===== config.mk =====
export PLATFORM = sky130hd
export DESIGN_NAME = decode_queue_ctrl
export DESIGN_NICKNAME = d
export VERILOG_FILES = /design/src/rtl/ctrl_pkg.sv /design/src/rtl/inst_decoder.sv /design/src/rtl/decode_queue_ctrl.sv
export SDC_FILE = /design/constraint.sdc
export NUM_CORES = 1
export LEC_CHECK = 0
export ABC_CLOCK_PERIOD_IN_PS = 13040
export BUFFER_PORTS_ARGS = -buffer_cell sky130_fd_sc_hd__buf_2
export CORE_MARGIN = 2
export CORE_UTILIZATION = 50
export DETAILED_ROUTE_END_ITERATION = 12
export PLACE_DENSITY = 0.85
export REMOVE_ABC_BUFFERS = 1
export SLEW_MARGIN = 15
export SYNTH_ARGS = -nofsm -noshare
export SYNTH_HDL_FRONTEND = slang
export SYNTH_SLANG_ARGS = --single-unit

===== constraint.sdc =====
create_clock -name clk -period 13.04 [get_ports clk]
set_input_delay 2.608 -clock clk [delete_from_list [all_inputs] [get_ports clk]]
set_output_delay 2.608 -clock clk [all_outputs]
set_load 0.05 [all_outputs]

===== src/rtl/ctrl_pkg.sv =====
// Shared decode constants, the control bundle carried through the decode queue,
// and the issue-state encoding.
package ctrl_pkg;

    localparam logic [6:0] OPC_LOAD    = 7'b0000011;
    localparam logic [6:0] OPC_FL      = 7'b0000111;
    localparam logic [6:0] OPC_FENCE   = 7'b0001111;
    localparam logic [6:0] OPC_OP_IMM  = 7'b0010011;
    localparam logic [6:0] OPC_AUIPC   = 7'b0010111;
    localparam logic [6:0] OPC_STORE   = 7'b0100011;
    localparam logic [6:0] OPC_FS      = 7'b0100111;
    localparam logic [6:0] OPC_OP      = 7'b0110011;
    localparam logic [6:0] OPC_LUI     = 7'b0110111;
    localparam logic [6:0] OPC_FMADD   = 7'b1000011;
    localparam logic [6:0] OPC_FMSUB   = 7'b1000111;
    localparam logic [6:0] OPC_FNMSUB  = 7'b1001011;
    localparam logic [6:0] OPC_FNMADD  = 7'b1001111;
    localparam logic [6:0] OPC_FOTHER  = 7'b1010011;
    localparam logic [6:0] OPC_BRANCH  = 7'b1100011;
    localparam logic [6:0] OPC_JALR    = 7'b1100111;
    localparam logic [6:0] OPC_JAL     = 7'b1101111;
    localparam logic [6:0] OPC_SYSTEM  = 7'b1110011;

    localparam logic [4:0] ALU_ADD   = 5'd0;
    localparam logic [4:0] ALU_SUB   = 5'd1;
    localparam logic [4:0] ALU_SLL   = 5'd2;
    localparam logic [4:0] ALU_SLT   = 5'd3;
    localparam logic [4:0] ALU_SLTU  = 5'd4;
    localparam logic [4:0] ALU_XOR   = 5'd5;
    localparam logic [4:0] ALU_SRL   = 5'd6;
    localparam logic [4:0] ALU_SRA   = 5'd7;
    localparam logic [4:0] ALU_OR    = 5'd8;
    localparam logic [4:0] ALU_AND   = 5'd9;
    localparam logic [4:0] ALU_EQ    = 5'd10;
    localparam logic [4:0] ALU_PASSB = 5'd11;
    localparam logic [4:0] ALU_FP    = 5'd12;

    localparam logic [1:0] IMM_I = 2'd0;
    localparam logic [1:0] IMM_S = 2'd1;
    localparam logic [1:0] IMM_B = 2'd2;
    localparam logic [1:0] IMM_U = 2'd3;

    localparam logic [1:0] PC_KIND_PLUS4  = 2'd0;
    localparam logic [1:0] PC_KIND_BRANCH = 2'd1;
    localparam logic [1:0] PC_KIND_JAL    = 2'd2;
    localparam logic [1:0] PC_KIND_JALR   = 2'd3;

    typedef struct packed {
        logic       reg_write;
        logic       mem_read;
        logic       mem_write;
        logic [4:0] alu_op;
        logic       has_imm;
        logic [1:0] imm_type;
        logic [1:0] pc_kind;
        logic       is_load;
        logic       is_store;
        logic       is_branch;
        logic       is_jump;
        logic       is_system;
        logic       is_fence;
        logic       illegal;
        logic [2:0] br_funct3;
        logic       has_rs1;
        logic       has_rs2;
        logic       has_rs3;
        logic [4:0] rd;
        logic [4:0] rs1;
        logic [4:0] rs2;
        logic [4:0] rs3;
    } ctrl_t;

    typedef enum logic [1:0] {ST_RUN, ST_SERIAL, ST_HALT} fsm_t;

    // alt selects SUB/SRA (inst[30]) where the funct3 slot has two flavours.
    function automatic logic [4:0] alu_of(input logic [2:0] funct3, input logic alt);
        case (funct3)
            3'b000:  return alt ? ALU_SUB : ALU_ADD;
            3'b001:  return ALU_SLL;
            3'b010:  return ALU_SLT;
            3'b011:  return ALU_SLTU;
            3'b100:  return ALU_XOR;
            3'b101:  return alt ? ALU_SRA : ALU_SRL;
            3'b110:  return ALU_OR;
            default: return ALU_AND;
        endcase
    endfunction

endpackage


===== src/rtl/inst_decoder.sv =====
// Combinational instruction -> control bundle decoder used at enqueue time.
// Illegal encodings collapse to an all-zero bundle with only illegal set.
module inst_decoder
    import ctrl_pkg::*;
#(
    parameter int INST_WIDTH = 32,
    parameter bit ENABLE_FP  = 1'b1
) (
    input  logic [INST_WIDTH-1:0] inst,
    output ctrl_t                 ctrl
);

    logic [6:0] opc;
    logic [2:0] f3;
    logic [6:0] f7;
    ctrl_t      c;
    logic       bad;

    assign opc = inst[6:0];
    assign f3  = inst[14:12];
    assign f7  = inst[31:25];

    always_comb begin
        c         = '0;
        bad       = 1'b0;
        c.rd      = inst[11:7];
        c.rs1     = inst[19:15];
        c.rs2     = inst[24:20];
        c.rs3     = inst[31:27];
        c.has_rs1 = 1'b1;
        case (opc)
            OPC_LOAD: begin
                c.reg_write = 1'b1; c.mem_read = 1'b1; c.is_load = 1'b1;
                c.has_imm = 1'b1; c.imm_type = IMM_I;
            end
            OPC_STORE: begin
                c.mem_write = 1'b1; c.is_store = 1'b1; c.has_rs2 = 1'b1;
                c.has_imm = 1'b1; c.imm_type = IMM_S;
            end
            OPC_BRANCH: begin
                c.pc_kind = PC_KIND_BRANCH; c.alu_op = ALU_EQ; c.br_funct3 = f3;
                c.is_branch = 1'b1; c.has_rs2 = 1'b1; c.has_imm = 1'b1; c.imm_type = IMM_B;
            end
            OPC_JAL: begin
                c.reg_write = 1'b1; c.pc_kind = PC_KIND_JAL; c.is_jump = 1'b1; c.has_rs1 = 1'b0;
            end
            OPC_JALR: begin
                c.reg_write = 1'b1; c.pc_kind = PC_KIND_JALR; c.is_jump = 1'b1;
                c.has_imm = 1'b1; c.imm_type = IMM_I;
            end
            OPC_LUI: begin
                c.reg_write = 1'b1; c.alu_op = ALU_PASSB; c.has_rs1 = 1'b0;
                c.has_imm = 1'b1; c.imm_type = IMM_U;
            end
            OPC_AUIPC: begin
                c.reg_write = 1'b1; c.has_rs1 = 1'b0; c.has_imm = 1'b1; c.imm_type = IMM_U;
            end
            OPC_OP_IMM: begin
                c.reg_write = 1'b1; c.has_imm = 1'b1; c.imm_type = IMM_I;
                c.alu_op = alu_of(f3, inst[30] && (f3 == 3'b101));
                if (f3 == 3'b001 && f7 != 7'h00) bad = 1'b1;
                if (f3 == 3'b101 && f7 != 7'h00 && f7 != 7'h20) bad = 1'b1;
            end
            OPC_OP: begin
                c.reg_write = 1'b1; c.has_rs2 = 1'b1; c.alu_op = alu_of(f3, inst[30]);
                if (f7 != 7'h00 && f7 != 7'h20) bad = 1'b1;
                if (f7 == 7'h20 && f3 != 3'b000 && f3 != 3'b101) bad = 1'b1;
            end
            OPC_FENCE: begin
                c.is_fence = 1'b1; c.has_rs1 = 1'b0;
            end
            OPC_SYSTEM: begin
                c.is_system = 1'b1; c.reg_write = (f3 != 3'b000);
                if (f3 == 3'b000 || f3[2]) c.has_rs1 = 1'b0;
            end
            OPC_FL: begin
                bad = !ENABLE_FP;
                c.reg_write = 1'b1; c.mem_read = 1'b1; c.is_load = 1'b1;
                c.has_imm = 1'b1; c.imm_type = IMM_I;
            end
            OPC_FS: begin
                bad = !ENABLE_FP;
                c.mem_write = 1'b1; c.is_store = 1'b1; c.has_rs2 = 1'b1;
                c.has_imm = 1'b1; c.imm_type = IMM_S;
            end
            OPC_FOTHER: begin
                bad = !ENABLE_FP;
                c.reg_write = 1'b1; c.alu_op = ALU_FP; c.has_rs2 = !inst[30];
            end
            OPC_FMADD, OPC_FMSUB, OPC_FNMSUB, OPC_FNMADD: begin
                bad = !ENABLE_FP;
                c.reg_write = 1'b1; c.alu_op = ALU_FP; c.has_rs2 = 1'b1; c.has_rs3 = ENABLE_FP;
            end
            default: bad = 1'b1;
        endcase
        if (inst[1:0] != 2'b11) bad = 1'b1;
        if (bad) begin
            c         = '0;
            c.illegal = 1'b1;
        end
    end

    assign ctrl = c;

endmodule


===== src/rtl/decode_queue_ctrl.sv =====
// ID-stage decode queue: decodes at enqueue, buffers bundles, and issues to EX
// under load-use interlock, FENCE/SYSTEM serialisation and an illegal-instruction halt.
module decode_queue_ctrl
    import ctrl_pkg::*;
#(
    parameter int INST_WIDTH = 32,
    parameter int PC_WIDTH   = 32,
    parameter int BUF_DEPTH  = 2,
    parameter bit ENABLE_FP  = 1'b1,
    parameter int CNT_WIDTH  = 16
) (
    input  logic                  clk,
    input  logic                  rst,
    input  logic                  in_valid,
    output logic                  in_ready,
    input  logic [INST_WIDTH-1:0] in_inst,
    input  logic [PC_WIDTH-1:0]   in_pc,
    input  logic                  flush,
    input  logic                  ex_load_valid,
    input  logic [4:0]            ex_load_rd,
    input  logic                  pipe_empty,
    output logic                  out_valid,
    input  logic                  out_ready,
    output ctrl_t                 out_ctrl,
    output logic [PC_WIDTH-1:0]   out_pc,
    output logic [INST_WIDTH-1:0] out_inst,
    output logic                  load_use_stall,
    output logic [CNT_WIDTH-1:0]  stall_cycles
);

    localparam int PTR_W = $clog2(BUF_DEPTH);
    localparam int CNT_W = PTR_W + 1;
    localparam logic [CNT_W-1:0] DEPTH_C = CNT_W'(BUF_DEPTH);

    typedef struct packed {
        ctrl_t                 ctrl;
        logic [PC_WIDTH-1:0]   pc;
        logic [INST_WIDTH-1:0] inst;
    } entry_t;

    entry_t               mem [BUF_DEPTH];
    logic [PTR_W-1:0]     wr_ptr_reg, rd_ptr_reg;
    logic [CNT_W-1:0]     count_reg;
    fsm_t                 state_reg, state_next;
    logic [CNT_WIDTH-1:0] stall_cnt_reg;
    ctrl_t                dec_ctrl;
    entry_t               head;
    logic                 head_valid, head_serial, hazard, push, pop;

    inst_decoder #(.INST_WIDTH(INST_WIDTH), .ENABLE_FP(ENABLE_FP)) u_dec (
        .inst (in_inst),
        .ctrl (dec_ctrl)
    );

    assign head        = mem[rd_ptr_reg];
    assign head_valid  = (count_reg != '0);
    assign head_serial = head.ctrl.is_system || head.ctrl.is_fence;
    // Register-index match only; int and FP files are deliberately not distinguished.
    assign hazard = head_valid && ex_load_valid && (ex_load_rd != 5'd0) &&
                    ((head.ctrl.has_rs1 && head.ctrl.rs1 == ex_load_rd) ||
                     (head.ctrl.has_rs2 && head.ctrl.rs2 == ex_load_rd) ||
                     (head.ctrl.has_rs3 && head.ctrl.rs3 == ex_load_rd));

    assign in_ready = (count_reg < DEPTH_C) && (state_reg != ST_HALT);
    assign push     = in_valid && in_ready && !flush;
    assign pop      = out_valid && out_ready && !flush;

    always_ff @(posedge clk) begin
        if (push) mem[wr_ptr_reg] <= '{ctrl: dec_ctrl, pc: in_pc, inst: in_inst};
    end

    always_ff @(posedge clk or posedge rst) begin
        if (rst) begin
            wr_ptr_reg <= '0;
            rd_ptr_reg <= '0;
            count_reg  <= '0;
        end else if (flush) begin
            wr_ptr_reg <= '0;
            rd_ptr_reg <= '0;
            count_reg  <= '0;
        end else begin
            if (push) wr_ptr_reg <= wr_ptr_reg + PTR_W'(1);
            if (pop)  rd_ptr_reg <= rd_ptr_reg + PTR_W'(1);
            case ({push, pop})
                2'b10:   count_reg <= count_reg + CNT_W'(1);
                2'b01:   count_reg <= count_reg - CNT_W'(1);
                default: count_reg <= count_reg;
            endcase
        end
    end

    always_ff @(posedge clk or posedge rst) begin
        if (rst) state_reg <= ST_RUN;
        else     state_reg <= state_next;
    end

    always_comb begin
        state_next = state_reg;
        case (state_reg)
            ST_RUN: begin
                if (pop && head.ctrl.illegal)           state_next = ST_HALT;
                else if (head_valid && head_serial && !pop) state_next = ST_SERIAL;
            end
            ST_SERIAL: if (pop) state_next = ST_RUN;
            ST_HALT:   state_next = ST_HALT;
            default:   state_next = ST_RUN;
        endcase
        if (flush) state_next = ST_RUN;
    end

    always_comb begin
        out_valid      = 1'b0;
        load_use_stall = 1'b0;
        if (head_valid && state_reg != ST_HALT) begin
            load_use_stall = hazard;
            out_valid      = !hazard && (!head_serial || pipe_empty);
        end
    end

    assign out_ctrl = head_valid ? head.ctrl : '0;
    assign out_pc   = head_valid ? head.pc   : '0;
    assign out_inst = head_valid ? head.inst : '0;

    always_ff @(posedge clk or posedge rst) begin
        if (rst)                                   stall_cnt_reg <= '0;
        else if (load_use_stall && stall_cnt_reg != '1) stall_cnt_reg <= stall_cnt_reg + CNT_WIDTH'(1);
    end

    assign stall_cycles = stall_cnt_reg;

endmodule


==> results of run 1 <==
## per-stage QoR
stage | setup WS, ps | total power [uW] | hold WS, ps
floorplan | 1840 | 1600 | 424
global placement | 6290 | 1770 | 439
detailed placement | 6280 | 1780 | 463
CTS | 6180 | 2430 | 471
global route | 5920 | 2500 | 495
finish | 6210 | 2400 | 478
## final timing paths
check                           cells after the start         start               end  slack [ps]
worst max-delay path                                8    rd_ptr_reg         out_valid        6210
worst min-delay path                                1  state_reg[1]      state_reg[0]         480
worst max register to register                      8    rd_ptr_reg  stall_cycles[13]        9060
worst min register to register                      1  state_reg[1]      state_reg[0]         480
max in group asynchronous                           2           rst        rd_ptr_reg       10190
min in group asynchronous                           2           rst   stall_cycles[8]        2250
## power by group
part | switching (uW) | internal (uW)
clock | 272 | 371
combinational | 647 | 184
sequential | 39.5 | 890
## synth_stat cells, drive strengths merged (3+ instances only)
cell type,number,share of area
a21oi,19,0.0095
a31oi,4,0.0025
and2,23,0.014
buf,18,0.011
clkbuf,25,0.0094
dfrtp,22,0.055
edfxtp,212,0.64
inv,9,0.0034
mux2i,104,0.10
nand2,25,0.0094
nand2b,7,0.0044
nand3,12,0.0060
nand4,5,0.0031
nor2,137,0.051
nor2b,5,0.0031
nor3,12,0.0060
nor4,10,0.0069
o211ai,6,0.0050
o21a,4,0.0030
o21ai,12,0.0060
o22ai,5,0.0031
o31ai,3,0.0022
xnor2,16,0.014
xor2,13,0.011
## worst register-to-register path, cell delays in order (launching register included)
cell and delay [ps]:
dfrtp_4 1100, buf_4 840, mux2i_1 440, xor2_1 190, nand4_1 110, a2bb2oi_1 210, a211o_1 480, nor4_1 370
xor2_1 170
## cell families (layout without fill, tap and decap cells)
kind of cell | after synthesis | after routing | synth area share
and+or+nand+nor | 246 | 246 | 0.112
buffers and inverters | 53 | 262 | 0.0240
other | 1 | 1 | 0.000374
xor gates and xnor gates | 29 | 29 | 0.0253
muxes | 105 | 105 | 0.105
adders and majority gates | 1 | 1 | 0.00125
DFF | 234 | 234 | 0.690
AOI/OAI and AO/OA | 64 | 64 | 0.0412
## final cells by class
type	instances	share of cell area
clock buffers	29	0.0534
well taps	265	0.0277
inverters	10	0.00313
clock inverters	13	0.00866
flip-flops and latches	234	0.577
multi-input cells	446	0.241
repair buffers	210	0.0891
## per-layer routing
layer,part of all wire,track usage
met4,0.033,0.0725
met3,0.067,0.0448
met2,0.50,0.328
met5,0.00062,0
met1,0.40,0.244
==> impl_metrics.ini, run 1 <==
[global_routing]
antenna_found_initial = 1
grt_max_degree = 71
grt_remaining_overflow = 0
first_global_vias = 6523
grt_pass1_wl_mm = 33.0
grt_use_total = 0.194

[power_and_ir_drop]
peakVddDrop_v = 0.000148
power_density_nw_per_um2 = 200
p_leak_uw = 0.00457

[yosys]
netlist_area_um2 = 10000
syn_area_per_cell_um2 = 13.7
synth_edf_count = 212
synth_cell_type_count = 52
ys_seq_area_frac = 0.690
synth_cells = 733
async_flop_share = 0.0940
synth.ff_latch_count = 234
yosysWarnings = 0
synth_top_flop_cell = edfxtp_1

[cells_and_area]
final_cell_mix = edfxtp_1 (212), buf_2 (203), nor2_1 (136)
drive_gt1_frac = 0.274
fillers = 1499
largest_reg_flops = 212
final_util = 0.612
layout_commonest_cell = edfxtp_1
seqCellArea_um2 = 6920
top_register = mem
diodes = 0
final_cells = 1207
multi_input_area_um2 = 2890
finalNetCount = 1004
fin_area_um2 = 12000
synthToLayoutAreaGrowth_pct = 19.6

[clocking]
numCtsBuffers = 25
cts_resized = 0
clkLatencyLatePin_ps = 510
ctsHtreeMaxLevel = 1
clkTransAtPathRegs_ps = 60
post_cts_buffers = 0
cts_root_buf = clkbuf_16
ctsHoldBuffers = 0
cts_tree = done
clock-sinks = 234
cts_buffer_depth = 3

[timing]
clock_skew_ps = 9.19
final_max_slew_viol_count = 0
finalCritPeriodShare = 0.524
period_minus_slack_ps = 6830
relSlewSlack = 0.318
rsz0062_at_grt = false
final-setup-viol-count = 0
finalHoldViolations = 0
setup_tns_ps = 0
worst_slew_pin_slew_ps = 1020
fmaxAchievable_mhz = 146

[critical_path]
end_kind = output port
cp_max_fo = 61
crit_buf_inv = 2
crit_family = flip-flops
crit_type = flip-flop to output port
worstPathRequired_ps = 10430
crit_arrival_ps = 4220
critPathLaunchType = flip-flop
max_stage_delay_ps = 1100
cpMaxStageDelayCell = dfrtp_4
path_cells = buf_4 > mux2i_1 > xor2_1 > nand4_1 > a2bb2oi_1 > a21boi_1 > nor2_1 > buf_2

[route]
via_per_inst = 5.36
wirelength_mm = 20.9
drc = 0
drt.antenna.violating_nets = 0
wl_per_cell_um = 17.3
drt-initial-drc-count = 407
via_count = 6467
dr.pass1.iters = 5

[run]
drv_cap = 0

[placement]
numPortBuffers = 203
dp.cells = 1165
placed_area_um2 = 11200
place_congestion = 0.810
dp_hpwl_mm = 13.6

[floorplan]
num_io_pins = 205
die_w_um = 146
initial_core_util = 0.512
num_rows = 51
die_area_um2 = 21200
core_area_um2 = 19600
die_h_um = 146

[hold_path]
min_path_type = flip-flop to flip-flop

[status]
status = finished clean
No activity file was read; power rests on OpenSTA's default activity.
==> run 2: changes to the inputs <==
--- a/config.mk
+++ b/config.mk
@@ -5,12 +5,13 @@
 export SDC_FILE = /design/constraint.sdc
 export NUM_CORES = 1
 export LEC_CHECK = 0
-export ABC_CLOCK_PERIOD_IN_PS = 13040
+export ABC_AREA = 1
+export ABC_CLOCK_PERIOD_IN_PS = 6210
 export BUFFER_PORTS_ARGS = -buffer_cell sky130_fd_sc_hd__buf_2
 export CORE_MARGIN = 2
 export CORE_UTILIZATION = 50
 export DETAILED_ROUTE_END_ITERATION = 12
-export PLACE_DENSITY = 0.85
+export PLACE_DENSITY = 0.87
 export REMOVE_ABC_BUFFERS = 1
 export SLEW_MARGIN = 15
 export SYNTH_ARGS = -nofsm -noshare
==> constraint.sdc (replaced) <==
create_clock -name clk -period 6.21 [get_ports clk]
set_input_delay 1.242 -clock clk [delete_from_list [all_inputs] [get_ports clk]]
set_output_delay 1.242 -clock clk [all_outputs]
set_load 0.05 [all_outputs]
==> impl_metrics.ini, run 2 <==
[timing]
fmaxAchievable_mhz = 218
rsz0062_at_grt = false
final_max_slew_viol_count = 0
layout_setup_ws_ps = 1620
period_minus_slack_ps = 4590
final-setup-viol-count = 0
finalCritPeriodShare = 0.739
relSlewSlack = 0.366
worst_slew_pin_slew_ps = 948
finalHoldViolations = 0
clock_skew_ps = 13.2

[global_routing]
grt_use_total = 0.209
grt_remaining_overflow = 0
grtUsageMet3 = 0.0438
grt_max_degree = 110
met2_usage = 0.350
busiest_layer = met2
grt_util_met1 = 0.272
antenna_found_initial = 2
grt_pass1_wl_mm = 36.4
first_global_vias = 7259

[route]
dr.pass1.iters = 5
drc = 0
drt.antenna.violating_nets = 0
via_count = 7671
drt-initial-drc-count = 490
via_per_inst = 5.21
wl_per_cell_um = 16.0
wirelength_mm = 23.5

[critical_path]
crit_family = buffers and inverters
crit_buf_inv = 2
path_cells = buf_4 > nand2_1 > nand2_1 > nand2_1 > nand2_1 > nor2_1 > nand3_1 > nand3_2 > a21boi_0 > buf_2
crit_path_start = rd_ptr_reg
cpMaxStageDelayCell = dfrtp_4
r2r-end = stall_cycles[2]
crit_top_cell = nand2_1
r2r-start = rd_ptr_reg
cp_max_fo = 74
endpoint = out_valid
path_depth = 10
end_kind = output port
worstPathRequired_ps = 4970
max_stage_delay_ps = 720
crit_type = flip-flop to output port
r2r_setup_slack_ps = 2960
critPathLaunchType = flip-flop
reg2reg_depth = 13
crit_arrival_ps = 3350

[clocking]
clkTransAtPathRegs_ps = 60
cts_tree = done
cts_resized = 0
ctsHtreeMaxLevel = 1
cts_root_buf = clkbuf_16
clkLatencyLatePin_ps = 520
clock-sinks = 234
ctsHoldBuffers = 0
numCtsBuffers = 25
cts_buffer_depth = 3
post_cts_buffers = 0

[cells_and_area]
top_register = mem
layout_commonest_cell = nand2_1
drive_gt1_frac = 0.223
synthToLayoutAreaGrowth_pct = 19.9
final_cell_mix = nand2_1 (302), edfxtp_1 (212), buf_2 (203)
finalNetCount = 1259
largest_reg_flops = 212

[run]
drv_cap = 0

[hold_path]
min_path_type = flip-flop to flip-flop

[floorplan]
die_h_um = 147
die_area_um2 = 21700
initial_core_util = 0.509
die_w_um = 147
num_rows = 52
core_area_um2 = 20200
num_io_pins = 205

[yosys]
ys_seq_area_frac = 0.673
synth_edf_count = 212
yosysMostFrequentCell = nand2_1
yosysWarnings = 0
synth_top_flop_cell = edfxtp_1
synth_commonest_cells = nand2_1 (302), edfxtp_1 (212), a21oi_1 (103), nor2_1 (97), inv_1 (81)
synth_area_leader_cell = edfxtp_1
synth_cell_type_count = 45
synth.ff_latch_count = 234
synth_cells = 988
netlist_area_um2 = 10300
yosys-top-cells-area = edfxtp_1 (62%), nand2_1 (11%), dfrtp_1 (5.4%)
synth_top_area_share = 0.620
async_flop_share = 0.0940
syn_area_per_cell_um2 = 10.4

[placement]
numPortBuffers = 203
place_congestion = 0.923
dp_hpwl_mm = 14.7
dpl_worst_slack_ps = 2220

[power_and_ir_drop]
peakVddDrop_v = 0.000327
total_power_uw = 5750
p_leak_uw = 0.00530
power_density_nw_per_um2 = 466

[status]
status = finished clean
-- run 2: cell types whose count changed after synthesis, sizes merged, moves of 8 or more --
cell | before | now
xnor2 | 16 | 5
and2 | 23 | 1
mux2i | 104 | 0
nor2 | 137 | 100
a21oi | 19 | 103
nor4 | 10 | 2
nand3 | 12 | 38
nand2 | 25 | 307
inv | 9 | 85
-- run 2: routing by layer --
| layer | share of wire | up-vias |
|---|---|---|
| met5 | 0.00055 | - |
| met4 | 0.029 | 2 |
| met3 | 0.075 | 50 |
| met2 | 0.48 | 302 |
| met1 | 0.41 | 3611 |
| li1 | - | 3706 |
-- run 2: cell type report --
type / count / area [um^2]
Timing Repair Buffer: 210 / 1080
Clock buffer: 29 / 641
Fill cell: 1609 / 7850
Sequential cell: 234 / 6920
Inverter: 85 / 324
Tap cell: 270 / 338
Multi-Input combinational cell: 626 / 2830
Antenna cell: 1 / 2.50
Clock inverter: 16 / 184
-- run 2: worst min-delay path by stage --
stage	startpoint	end	slack [ps]	depth (start not counted)
floorplan	count_reg[0]	count_reg[0]	470	1
global placement	stall_cycles[5]	stall_cycles[5]	510	1
detailed placement	stall_cycles[5]	stall_cycles[5]	520	1
CTS	stall_cycles[5]	stall_cycles[5]	520	1
global route	count_reg[0]	count_reg[0]	570	1
finish	stall_cycles[5]	stall_cycles[5]	520	1
-- run 2: cell families after synthesis --
group	count (synthesis)	synth area share
adders and majority gates	1	0.00122
DFF	234	0.673
AOI/OAI and AO/OA	133	0.0692
xor gates and xnor gates	15	0.0128
other	1	0.000365
and+or+nand+nor	476	0.190
buffers and inverters	128	0.0533
-- run 2: where the power goes --
part	switching, uW	internal, uW
Sequential	85.7	1900
Clock	596	905
Combinational	1830	435
Total	2510	3240
-- run 2: worst reg2reg max path, cell delays in order (launching register included) --
cell     delay (ps)
dfrtp_4         720
buf_4           740
nand2_1         260
nand3_1         140
nand2_1          60
nor2_1          140
nand3_1         100
nand3_2         120
nand2_4          80
nor2_4          100
o21ai_2         210
inv_2           220
nand2_1          90
xor2_1          150
-- run 2: stage by stage --
stage	cell area [um^2]	utilization	hold slack, ps	instances	setup TNS (ps)
2_1_floorplan	10000	-	466	945	-80190
5_1_grt	12300	0.611	571	1471	0
6_report	12300	0.611	522	1471	0
3_3_place_gp	11500	0.570	511	1425	0
4_1_cts	12300	0.611	523	1470	0
3_5_place_dp	11500	0.570	515	1425	0
